<file path="src/rtl/dq_result_buffer_if.sv">
// Handshake bundle between a dq-fed producer, the result buffer and its consumer.
interface dq_result_buffer_if #(
    parameter int WIDTH = 8
) ();
    logic             issue_valid;
    logic             issue_ready;
    logic             in_valid;
    logic [WIDTH-1:0] in_data;
    logic             out_valid;
    logic             out_ready;
    logic [WIDTH-1:0] out_data;

    modport master (
        output issue_valid,
        input  issue_ready,
        output in_valid,
        output in_data,
        input  out_valid,
        output out_ready,
        input  out_data
    );

    modport slave (
        input  issue_valid,
        output issue_ready,
        input  in_valid,
        input  in_data,
        output out_valid,
        input  out_ready,
        output out_data
    );
endinterface

</file>
<file path="src/rtl/dq_result_buffer.sv">
// Credit-managed elastic buffer behind an unresettable fixed-latency dq line.
module dq_result_buffer #(
    parameter int WIDTH = 8,
    parameter int LAT   = 2,
    parameter int DEPTH = 4
) (
    input  logic                       clk,
    input  logic                       rst,
    dq_result_buffer_if.slave          bus,
    output logic [$clog2(DEPTH+1)-1:0] count,
    output logic                       overflow
);
    localparam int CW = $clog2(DEPTH + 1);
    localparam int PW = (DEPTH > 1) ? $clog2(DEPTH) : 1;
    localparam int FW = (LAT > 1) ? $clog2(LAT) : 1;

    localparam logic [CW-1:0] FULL   = CW'(DEPTH);
    localparam logic [PW-1:0] LAST_P = PW'(DEPTH - 1);
    localparam logic [FW-1:0] LAST_F = FW'(LAT - 1);

    typedef enum logic {
        FLUSH,
        RUN
    } state_t;

    state_t          state;
    state_t          state_nxt;
    logic [FW-1:0]   flush_cnt;
    logic [FW-1:0]   flush_nxt;
    logic [CW-1:0]   reserved;
    logic [PW-1:0]   rd_ptr;
    logic [PW-1:0]   wr_ptr;
    logic [WIDTH-1:0] mem [DEPTH];

    logic run;
    logic issue;
    logic pop;
    logic push;
    logic ovf_set;

    function automatic logic [PW-1:0] nxt_ptr(input logic [PW-1:0] p);
        return (p == LAST_P) ? '0 : p + 1'b1;
    endfunction

    // Flush masks the stale valids still draining out of dq after reset.
    always_ff @(posedge clk) begin
        if (rst) begin
            state     <= FLUSH;
            flush_cnt <= '0;
        end else begin
            state     <= state_nxt;
            flush_cnt <= flush_nxt;
        end
    end

    always_comb begin
        state_nxt = state;
        flush_nxt = flush_cnt;
        unique case (state)
            FLUSH: begin
                if (flush_cnt == LAST_F) begin
                    state_nxt = RUN;
                    flush_nxt = '0;
                end else begin
                    flush_nxt = flush_cnt + 1'b1;
                end
            end
            RUN: begin
                state_nxt = RUN;
            end
        endcase
    end

    assign run             = (state == RUN);
    assign bus.issue_ready = run && (reserved < FULL);
    assign bus.out_valid   = (count != '0);
    assign bus.out_data    = bus.out_valid ? mem[rd_ptr] : '0;

    assign issue   = bus.issue_valid & bus.issue_ready;
    assign pop     = bus.out_valid & bus.out_ready;
    assign push    = bus.in_valid & run & (count < FULL);
    assign ovf_set = (bus.issue_valid & ~bus.issue_ready)
                   | (bus.in_valid & run & (count == FULL));

    always_ff @(posedge clk) begin
        if (push) begin
            mem[wr_ptr] <= bus.in_data;
        end
    end

    always_ff @(posedge clk) begin
        if (rst) begin
            reserved <= '0;
            rd_ptr   <= '0;
            wr_ptr   <= '0;
            count    <= '0;
            overflow <= 1'b0;
        end else begin
            if (push) begin
                wr_ptr <= nxt_ptr(wr_ptr);
            end
            if (pop) begin
                rd_ptr <= nxt_ptr(rd_ptr);
            end
            unique case ({push, pop})
                2'b10:   count <= count + 1'b1;
                2'b01:   count <= count - 1'b1;
                default: count <= count;
            endcase
            // Guarded so unreserved pushes cannot wrap the credit count.
            unique case (1'b1)
                issue && !pop:
                    reserved <= reserved + 1'b1;
                pop && !issue && (reserved != '0):
                    reserved <= reserved - 1'b1;
                default:
                    reserved <= reserved;
            endcase
            if (ovf_set) begin
                overflow <= 1'b1;
            end
        end
    end
endmodule

</file>
<file path="src/flat_wrapper.sv">
// flat-port wrapper written by rule: the top's interface ports become plain ports
module dq_result_buffer_flat 
#(
    parameter int WIDTH = 8,
    parameter int LAT   = 2,
    parameter int DEPTH = 4
)
  (clk, rst, count, overflow, bus_issue_valid, bus_issue_ready, bus_in_valid, bus_in_data, bus_out_valid, bus_out_ready, bus_out_data);
  dq_result_buffer_if #(.WIDTH(WIDTH)) bus_i ();
  input  logic clk;
  input  logic rst;
  output logic [$clog2(DEPTH+1)-1:0] count;
  output logic overflow;
  input wire logic [$bits(bus_i.issue_valid)-1:0] bus_issue_valid;
  output wire logic [$bits(bus_i.issue_ready)-1:0] bus_issue_ready;
  input wire logic [$bits(bus_i.in_valid)-1:0] bus_in_valid;
  input wire logic [$bits(bus_i.in_data)-1:0] bus_in_data;
  output wire logic [$bits(bus_i.out_valid)-1:0] bus_out_valid;
  input wire logic [$bits(bus_i.out_ready)-1:0] bus_out_ready;
  output wire logic [$bits(bus_i.out_data)-1:0] bus_out_data;
  assign bus_i.issue_valid = bus_issue_valid;
  assign bus_issue_ready = bus_i.issue_ready;
  assign bus_i.in_valid = bus_in_valid;
  assign bus_i.in_data = bus_in_data;
  assign bus_out_valid = bus_i.out_valid;
  assign bus_i.out_ready = bus_out_ready;
  assign bus_out_data = bus_i.out_data;
  dq_result_buffer #(.WIDTH(WIDTH), .LAT(LAT), .DEPTH(DEPTH)) u_core (.clk(clk), .rst(rst), .bus(bus_i), .count(count), .overflow(overflow));
endmodule
</file>
<file path="config.mk">
export PLATFORM = sky130hd
export DESIGN_NAME = dq_result_buffer_flat
export DESIGN_NICKNAME = d
export VERILOG_FILES = /design/src/rtl/dq_result_buffer_if.sv /design/src/rtl/dq_result_buffer.sv /design/src/flat_wrapper.sv
export SDC_FILE = /design/constraint.sdc
export NUM_CORES = 1
export LEC_CHECK = 0
export BUFFER_PORTS_ARGS = -buffer_cell sky130_fd_sc_hd__buf_2
export CAP_MARGIN = 0
export CORE_MARGIN = 2
export CORE_UTILIZATION = 45
export DETAILED_ROUTE_END_ITERATION = 8
export GPL_TIMING_DRIVEN = 0
export PLACE_DENSITY = 0.67
export SYNTH_ARGS = -nofsm -noshare
export SYNTH_HDL_FRONTEND = slang
export SYNTH_SLANG_ARGS = --single-unit
</file>
<file path="constraint.sdc">
create_clock -name clk -period 1.7 [get_ports clk]
set_input_delay 0.255 -clock clk [delete_from_list [all_inputs] [get_ports clk]]
set_output_delay 0.255 -clock clk [all_outputs]
set_load 0.1 [all_outputs]
</file>
==> impl_metrics.py, run 1 <==
metrics = {
    "clocking": {
        "hold_buffers": 0,
        "clock_sinks": 47,
        "cts_tree": "built",
        "cts_buffers": 5,
        "insertion_delay_ns": 0.30,
        "ctsRootBufferMaster": "clkbuf_8",
        "path_clk_slew_ns": 0.08,
        "clock_path_buffers": 2,
        "htreeDepth": 2,
    },
    "setup_path": {
        "worstPathCellList": "buf_12, mux4_2, and2b_1, buf_12",
        "crit_path_end_kind": "primary output",
        "path_delay_family": "multiplexers",
        "start_kind": "flip-flop",
        "worstSetupPathType": "reg2out",
        "cp.required_ns": 1.44,
        "crit_buf_inv": 2,
        "crit_fanout": 8,
        "critPathSlowestCell": "mux4_2",
        "slowest_delay_ns": 0.48,
        "crit_top_cell": "buf_12",
        "cp_data_arrival_time_ns": 1.63,
    },
    "floorplanning": {
        "fp.dieW_um": 70.6,
        "ios": 27,
        "dieArea_mm2": 0.00498,
        "dieHeight_um": 70.6,
        "initial_utilization_pct": 46.1,
        "num_rows": 24,
        "core-area_mm2": 0.00432,
    },
    "timing": {
        "final_hold_viol_count": 0,
        "fin_setup_tns_ns": -1.28,
        "worst_pin_slew_ns": 0.492,
        "fmax_mhz": 532,
        "slew_headroom_pct": 67.4,
        "min_period_ns": 1.88,
        "setup_violations": 10,
        "rsz0062_at_grt": "true",
        "whs_ns": 0.164,
        "finalMaxSlewViolations": 0,
        "fin_skew_ns": 0.00710,
        "timing.final.ws_setup_ns": -0.181,
        "fin_crit_sh_pct": 111,
    },
    "yosys": {
        "synth_seq_area_share_pct": 63.2,
        "ys_seq_elements": 47,
        "syn-cell-area_mm2": 0.00199,
        "synth_edf_count": 32,
        "syn_area_per_cell_um2": 14.0,
        "synthCells": 142,
        "yosys.cell_types.count": 31,
        "synth-main-ff-cell": "edfxtp_1",
        "synthArstFlopShare_pct": 0,
        "yosys_warnings": 0,
        "synthesis.nets": 163,
    },
    "power": {
        "powerDensity_mw_per_mm2": 1650,
        "p_leak_nw": 0.988,
        "p_total_mw": 4.44,
        "peakVddDrop_mv": 0.913,
    },
    "placement": {
        "placedInstanceArea_mm2": 0.00224,
        "hpwlAfterDp_um": 2420,
        "placedCellCount": 219,
        "place_ws_ns": -0.334,
        "routabilityCongestion": 0.743,
        "io_buffers": 25,
    },
    "final_layout": {
        "area_growth_pct": 34.8,
        "stdcell_area_mm2": 0.00269,
        "fin_util_pct": 62.2,
        "stdcell_count": 241,
        "antenna_cells": 0,
        "layout-drive-gt1-share_pct": 46.0,
        "nets": 209,
    },
    "grt": {
        "first_global_vias": 1288,
        "grt.overflow.total": 0,
        "grtUsageTotal_pct": 16.5,
        "grt_max_degree": 14,
        "grt_first_pass_wirelength_um": 6180,
        "antenna_found_initial": 0,
    },
    "routing": {
        "wl_per_cell_um": 15.9,
        "routed_wl_um": 3840,
        "antenna_left": 0,
        "dr.pass1.iters": 4,
        "drc_errors": 0,
        "drtIter0Drc": 60,
        "via_per_inst": 5.14,
        "vias": 1239,
    },
    "outcome": {
        "outcome": "finished with violations",
        "violations": "setup timing",
    },
    "worst_hold_path": {
        "worstHoldPathType": "in2reg",
    },
    "run": {
        "maxCapViolations": 0,
    },
}
[cells in the mapped netlist (2+ instances only)]
| library cell | n | share of area (%) |
|---|---|---|
| fa_1 | 2 | 2.0 |
| dfxtp_1 | 15 | 15 |
| and2b_1 | 3 | 1.1 |
| ha_1 | 6 | 3.8 |
| edfxtp_1 | 32 | 48 |
| nand2_1 | 9 | 1.7 |
| xor2_1 | 3 | 1.3 |
| mux4_2 | 8 | 9.0 |
| clkbuf_1 | 3 | 0.56 |
| nor2b_1 | 7 | 2.2 |
| inv_1 | 10 | 1.9 |
| a21oi_1 | 9 | 2.3 |
| and2_1 | 4 | 1.3 |
| nor3_1 | 3 | 0.75 |
| nor2_1 | 12 | 2.3 |
[layout by cell type (no fill, tap or decap), types with 2 or more instances in the layout]
cell,instances
dfxtp_2,2
mux4_2,8
buf_12,11
clkbuf_1,5
nor3_1,2
dfxtp_1,9
ha_1,5
buf_4,9
fa_2,2
edfxtp_1,32
nand2_2,2
a21oi_1,9
clkbuf_8,5
inv_2,3
xor2_1,2
inv_1,7
nand2_1,7
nor2_2,2
buf_6,5
dfxtp_4,4
nor2_1,10
and2_1,4
and2b_1,2
buf_2,16
nor2b_4,6
[repair_timing]
item,CTS,global route
gates resized for setup,49,12
pin swaps,8,7
gates cloned,0,0
setup endpoints to repair,12,13
setup buffers,15,0
[worst paths after layout]
check              startpoint                  to  slack, ns  cells past startpoint
max reg2reg   u_core.count[0]  u_core.reserved[1]      -0.09                      7
max                 flip-flop     bus_out_data[1]      -0.18                      4
min            bus_in_data[7]    u_core.mem[0][7]       0.16                      1
min reg2reg  u_core.rd_ptr[1]           flip-flop       0.49                      2
[routing by layer]
metal | track usage, % | share of wire (%) | up-vias
met1 | 19.8 | 42 | 607
li1 | - | - | 603
met2 | 28.5 | 53 | 21
met4 | 6.92 | 1.9 | 0
met5 | 0 | 0 | -
met3 | 3.99 | 3.4 | 8
[registers in the layout, summed over array words and instances, names as in the netlist, named ones only]
signal and flops:
u_core.reserved 3, u_core.count 3, u_core.mem 32, u_core.rd_ptr 2, u_core.flush_cnt 1, u_core.overflow 1, u_core.run 1, u_core.wr_ptr 2
[area by class of cell]
class | instances | area [µm²]
clock buffers | 8 | 80.1
plain buffers | 3 | 27.5
well taps | 52 | 65.1
repair buffers | 40 | 404
multi-input cells | 80 | 788
inverters | 11 | 43.8
flip-flops and latches | 47 | 1280
fillers | 330 | 1640
[power by group]
group	leakage (nW)	internal [mW]	switching [mW]
combinational	0.533	0.965	1.47
clock	0.0395	0.292	0.337
sequential	0.415	1.31	0.0679
total	0.988	2.57	1.87
[cells by family (layout without fill, tap and decap cells)]
kind of cell	after synthesis	in the layout	synth area share (%)
DFF	47	47	63.2
and+or+nand+nor	44	44	11.7
AOI/OAI and AO/OA	17	17	6.08
xor gates and xnor gates	3	3	1.32
buffers and inverters	15	62	2.89
muxes	8	8	9.03
adders and majority gates	8	8	5.77
(Power assumes the default switching activity.)
==> inputs of run 2 (changes only) <==
--- a/config.mk
+++ b/config.mk
@@ -9,9 +9,9 @@
 export CAP_MARGIN = 0
 export CORE_MARGIN = 2
 export CORE_UTILIZATION = 45
+export CTS_CLUSTER_DIAMETER = 200
 export DETAILED_ROUTE_END_ITERATION = 8
 export GPL_TIMING_DRIVEN = 0
-export PLACE_DENSITY = 0.67
 export SYNTH_ARGS = -nofsm -noshare
 export SYNTH_HDL_FRONTEND = slang
 export SYNTH_SLANG_ARGS = --single-unit
==> constraint.sdc (replaced) <==
create_clock -name clk -period 2.4 [get_ports clk]
set_input_delay 0.36 -clock clk [delete_from_list [all_inputs] [get_ports clk]]
set_output_delay 0.36 -clock clk [all_outputs]
set_load 0.1 [all_outputs]
==> impl_metrics.py, run 2 (synthesized netlist as in run 1, its figures left out) <==
metrics = {
    "outcome": {
        "outcome": "complete, no violations",
    },
    "final_layout": {
        "largest_register": "u_core.mem",
        "nets": 195,
        "largest_reg_flops": 32,
        "top_regs": "u_core.mem: 32 flops, u_core.count: 3 flops, u_core.reserved: 3 flops",
        "antenna_cells": 0,
        "n_fill_cell": 375,
        "area_growth_pct": 19.1,
        "layout_commonest_cell": "edfxtp_1",
        "layout-drive-gt1-share_pct": 33.1,
        "layout_common_cells": "edfxtp_1, buf_2, nor2_1, dfxtp_1, inv_1",
        "fin_util_pct": 54.9,
    },
    "routing": {
        "wl_per_cell_um": 15.2,
        "dr.pass1.iters": 4,
        "met2_length_um": 1740,
        "antenna_left": 0,
        "wirelength_met1_um": 1550,
        "top_layer": "met4",
        "drc_errors": 0,
        "routed_wl_um": 3460,
        "drtIter0Drc": 102,
        "via_per_inst": 5.15,
        "wl_met3_um": 115,
        "vias": 1168,
    },
    "clocking": {
        "cts_tree": "built",
        "hold_buffers": 0,
        "clock_path_buffers": 2,
        "post-cts-setup-buffers": 0,
        "ctsRootBufferMaster": "clkbuf_8",
        "cts_buffers": 5,
        "path_clk_slew_ns": 0.08,
        "htreeDepth": 2,
        "insertion_delay_ns": 0.29,
        "cts_resized": 1,
        "clock_sinks": 47,
    },
    "setup_path": {
        "start_kind": "flip-flop",
        "crit_fanout": 8,
        "cp.required_ns": 2.04,
        "cp_data_arrival_time_ns": 1.89,
        "worstSetupPathType": "reg2out",
        "crit_path_end_kind": "primary output",
    },
    "grt": {
        "grtUsageTotal_pct": 15.6,
        "grt_max_degree": 16,
        "grt.overflow.total": 0,
        "antenna_found_initial": 0,
        "first_global_vias": 1214,
        "grt_first_pass_wirelength_um": 5780,
    },
    "timing": {
        "min_period_ns": 2.25,
        "fin_skew_ns": 0.00348,
        "setup_violations": 0,
        "finalMaxSlewViolations": 0,
        "fin_crit_sh_pct": 93.9,
        "fin_setup_tns_ns": 0,
        "final_hold_viol_count": 0,
        "worst_pin_slew_ns": 0.767,
        "rsz0062_at_grt": "false",
        "slew_headroom_pct": 48.7,
        "fmax_mhz": 444,
    },
    "floorplanning": {
        "fp.dieW_um": 70.6,
        "dieArea_mm2": 0.00498,
        "dieHeight_um": 70.6,
        "num_rows": 24,
        "initial_utilization_pct": 46.1,
        "ios": 27,
        "core-area_mm2": 0.00432,
    },
    "run": {
        "maxCapViolations": 0,
    },
    "power": {
        "power_frac_comb_pct": 41.8,
        "p_leak_nw": 0.888,
        "internal-power_mw": 1.62,
        "powerDensity_mw_per_mm2": 1200,
        "pwr-share-seq_pct": 34.5,
        "peakVddDrop_mv": 1.06,
        "power.net_switching_mw": 1.22,
        "clkPwrFrac_pct": 23.7,
        "p_sw_share_pct": 43.1,
    },
    "worst_hold_path": {
        "worstHoldPathType": "in2reg",
    },
    "placement": {
        "routabilityCongestion": 0.836,
        "hpwlAfterDp_um": 2400,
        "io_buffers": 25,
    },
}
[run 2: cell types whose count changed in the layout (fill, tap and decap cells not counted), moves of 3 or more]
cell     before  now
buf_6         5    0
inv_1         7   10
dfxtp_1       9   12
buf_4         9    0
dfxtp_4       4    0
buf_12       11    0
buf_2        16   26
[run 2: layout make-up]
cell class | instances | area (µm²) | share of cell area [%]
clock inverters | 3 | 67.6 | 2.84
well taps | 52 | 65.1 | 2.74
repair buffers | 25 | 125 | 5.27
multi-input cells | 80 | 727 | 30.6
inverters | 11 | 41.3 | 1.74
plain buffers | 4 | 16.3 | 0.685
flip-flops and latches | 47 | 1260 | 53.2
clock buffers | 5 | 68.8 | 2.90
[run 2: power by group through the flow]
stage	clock (mW)	sequential [mW]	combinational [mW]
after floorplan	0	1.09	0.902
after CTS	0.687	0.977	1.20
after global placement	0	0.987	1.17
after detailed placement	0	0.991	1.19
after global routing	0.725	0.988	1.25
final	0.675	0.980	1.19
[run 2: metrics by stage]
stage | setup WS, ns | power (mW) | instance area, µm² | hold slack, ns | std cells
2_1_floorplan | 0.0503 | 2.00 | 2040 | 0.459 | 142
3_3_place_gp | 0.118 | 2.16 | 2230 | 0.470 | 219
3_5_place_dp | 0.106 | 2.18 | 2230 | 0.489 | 219
4_1_cts | 0.0974 | 2.86 | 2380 | 0.265 | 227
5_1_grt | 0.000830 | 2.97 | 2380 | 0.256 | 227
6_report | 0.146 | 2.84 | 2380 | 0.276 | 227
[run 2: critical path: stages (launching register included)]
cell and delay (ns):
dfxtp_1 0.31, clkbuf_1 0.43, mux4_2 0.38, nor2b_2 0.15, buf_2 0.31
[run 2: final timing paths]
path | start | end | slack (ns) | depth (start not counted)
worst max-delay path | flip-flop | bus_out_data[7] | 0.15 | 4
worst min-delay path | bus_in_data[5] | u_core.mem[3][5] | 0.28 | 1
worst max register to register | u_core.run | u_core.count[2] | 0.33 | 9
worst min register to register | u_core.wr_ptr[1] | u_core.wr_ptr[1] | 0.50 | 2
[run 2: routing by layer]
layer | GRT usage [%] | up-vias
met2 | 26.3 | 19
met1 | 19.1 | 571
li1 | - | 572
met4 | 5.66 | 0
met5 | 0 | -
met3 | 4.70 | 6
==> inputs of run 3 (changes only) <==
--- a/config.mk
+++ b/config.mk
@@ -6,12 +6,12 @@
 export NUM_CORES = 1
 export LEC_CHECK = 0
 export BUFFER_PORTS_ARGS = -buffer_cell sky130_fd_sc_hd__buf_2
-export CAP_MARGIN = 0
 export CORE_MARGIN = 2
 export CORE_UTILIZATION = 45
 export CTS_CLUSTER_DIAMETER = 200
 export DETAILED_ROUTE_END_ITERATION = 8
 export GPL_TIMING_DRIVEN = 0
+export PLACE_DENSITY = 0.67
 export SYNTH_ARGS = -nofsm -noshare
 export SYNTH_HDL_FRONTEND = slang
 export SYNTH_SLANG_ARGS = --single-unit
==> constraint.sdc (replaced) <==
create_clock -name clk -period 1.86 [get_ports clk]
set_input_delay 0.279 -clock clk [delete_from_list [all_inputs] [get_ports clk]]
set_output_delay 0.279 -clock clk [all_outputs]
set_load 0.1 [all_outputs]
==> impl_metrics.py, run 3 (synthesized netlist as in run 1, its figures left out) <==
metrics = {
    "routing": {
        "antenna_left": 0,
        "via_per_inst": 5.30,
        "drc_errors": 0,
        "dr.pass1.iters": 4,
        "vias": 1230,
        "routed_wl_um": 3510,
        "wl_per_cell_um": 15.1,
        "drtIter0Drc": 47,
    },
    "clocking": {
        "htreeDepth": 2,
        "insertion_delay_ns": 0.29,
        "clock_sinks": 47,
        "cts_tree": "built",
        "cts_buffers": 5,
        "clock_path_buffers": 2,
        "ctsRootBufferMaster": "clkbuf_8",
        "path_clk_slew_ns": 0.08,
    },
    "setup_path": {
        "rrSetupSlack_ns": 0.07,
        "r2r_start": "u_core.count[0]",
        "cp.required_ns": 1.58,
        "reg2reg_depth": 8,
        "crit_fanout": 8,
        "start_kind": "flip-flop",
        "rr_endpoint": "u_core.count[2]",
        "critPathSlowestCell": "mux4_2",
        "crit_top_cell": "buf_12",
        "crit_path_end_kind": "primary output",
        "crit_buf_inv": 2,
        "path_delay_family": "multiplexers",
        "worstPathCellList": "buf_12, mux4_2, and2b_1, buf_12",
        "worstSetupPathType": "reg2out",
        "slowest_delay_ns": 0.48,
        "cp_data_arrival_time_ns": 1.62,
    },
    "floorplanning": {
        "core-area_mm2": 0.00432,
        "num_rows": 24,
        "dieArea_mm2": 0.00498,
        "initial_utilization_pct": 46.1,
        "fp.dieW_um": 70.6,
        "ios": 27,
        "dieHeight_um": 70.6,
    },
    "grt": {
        "grt.overflow.total": 0,
        "grt_max_degree": 14,
        "grt_first_pass_wirelength_um": 5950,
        "antenna_found_initial": 0,
        "busiest_layer": "met2",
        "gr-usage-met3_pct": 4.99,
        "grtUsageTotal_pct": 15.8,
        "first_global_vias": 1275,
        "grt_use_met1_pct": 18.5,
        "met2_usage_pct": 28.0,
    },
    "power": {
        "peakVddDrop_mv": 0.711,
        "p_leak_nw": 0.925,
        "powerDensity_mw_per_mm2": 1490,
    },
    "timing": {
        "fin_setup_tns_ns": -0.0834,
        "min_period_ns": 1.90,
        "fin_skew_ns": 0.00277,
        "finalMaxSlewViolations": 0,
        "worst_pin_slew_ns": 0.492,
        "setup_violations": 3,
        "final_hold_viol_count": 0,
        "fmax_mhz": 526,
        "rsz0062_at_grt": "true",
        "fin_crit_sh_pct": 102,
        "timing.final.ws_setup_ns": -0.0411,
        "slew_headroom_pct": 67.2,
    },
    "final_layout": {
        "layout_commonest_cell": "edfxtp_1",
        "largest_register": "u_core.mem",
        "nets": 200,
        "largest_reg_flops": 32,
        "antenna_cells": 0,
        "top_regs": "u_core.mem: 32 flops, u_core.count: 3 flops, u_core.reserved: 3 flops",
        "fin_util_pct": 58.7,
        "layout_common_cells": "edfxtp_1, buf_2, nor2_1, a21oi_1, dfxtp_1",
        "area_growth_pct": 27.2,
        "layout-drive-gt1-share_pct": 38.9,
    },
    "worst_hold_path": {
        "worstHoldEndpoint": "u_core.mem[2][0]",
        "worstHoldStart": "bus_in_data[0]",
        "worstHoldPathCells": 1,
        "worstHoldPathType": "in2reg",
    },
    "placement": {
        "io_buffers": 25,
        "routabilityCongestion": 0.796,
        "place_ws_ns": -0.168,
        "hpwlAfterDp_um": 2380,
    },
    "outcome": {
        "violations": "setup timing",
        "outcome": "finished with violations",
    },
    "run": {
        "maxCapViolations": 0,
    },
}
==> run 3: cell count changes in the layout (fill, tap and decap cells not counted), moves of 2 or more <==
cell and change:
buf_4 +6, buf_12 +8, bufinv_16 -2, buf_2 -9, clkinv_1 +2, dfxtp_4 +3, dfxtp_1 -3, inv_2 +2
inv_1 -2
==> run 3: what timing repair did <==
action	4_1_cts	5_1_grt
pin swaps	2	2
buffers inserted	3	3
resized for setup	42	4
hold buffers	0	0
setup endpoints to repair	11	11
==> run 3: how the worst max path moves through the flow <==
| stage | end | slack, ns | depth (start not counted) |
|---|---|---|---|
| after global routing | bus_out_data[5] | -0.1 | 4 |
| after floorplan | u_core.count[2] | -0.08 | 8 |
| final | bus_out_data[5] | -0.04 | 4 |
| after global placement | bus_out_data[1] | -0.09 | 3 |
| after CTS | bus_out_data[1] | -0.05 | 4 |
| after detailed placement | bus_out_data[1] | -0.17 | 3 |
==> run 3: power by group <==
part           internal (mW)  switching (mW)
Combinational          0.679            1.24
Sequential              1.20          0.0834
Clock                  0.256           0.312
Total                   2.13            1.63
==> run 3: final cells by class <==
cell class / count / area (µm²)
fill: 367 / 1790
clock buffer: 6 / 72.6
buffer: 3 / 27.5
inverter: 11 / 41.3
sequential: 47 / 1280
clock inverter: 2 / 7.51
multi-input combinational: 80 / 764
tap: 52 / 65.1
timing repair buffer: 31 / 282
==> run 3: worst reg2reg max path: cells and delay by family (launching register included) <==
family / cells / cell delay, ns
AOI/OAI and AO/OA: 2 / 0.20
xor gates and xnor gates: 1 / 0.15
adders and majority gates: 2 / 0.49
buffers and inverters: 2 / 0.16
DFF: 1 / 0.40
and+or+nand+nor: 1 / 0.31
==> run 3: through the flow <==
| step | cell area, µm² | std cells | power (mW) | hold slack [ns] |
|---|---|---|---|---|
| 2_1_floorplan | 2050 | 142 | 2.56 | 0.378 |
| 3_3_place_gp | 2240 | 219 | 2.76 | 0.469 |
| 3_5_place_dp | 2240 | 219 | 2.80 | 0.490 |
| 4_1_cts | 2500 | 229 | 3.75 | 0.187 |
| 5_1_grt | 2540 | 232 | 3.92 | 0.187 |
| 6_report | 2540 | 232 | 3.77 | 0.194 |
==> run 3: routing by layer <==
| layer | routed length [µm] | share of wire (%) | up-vias |
|---|---|---|---|
| met5 | 0 | 0 | - |
| met4 | 40 | 1.1 | 0 |
| li1 | - | - | 585 |
| met1 | 1440 | 41 | 624 |
| met2 | 1920 | 55 | 17 |
| met3 | 112 | 3.2 | 4 |
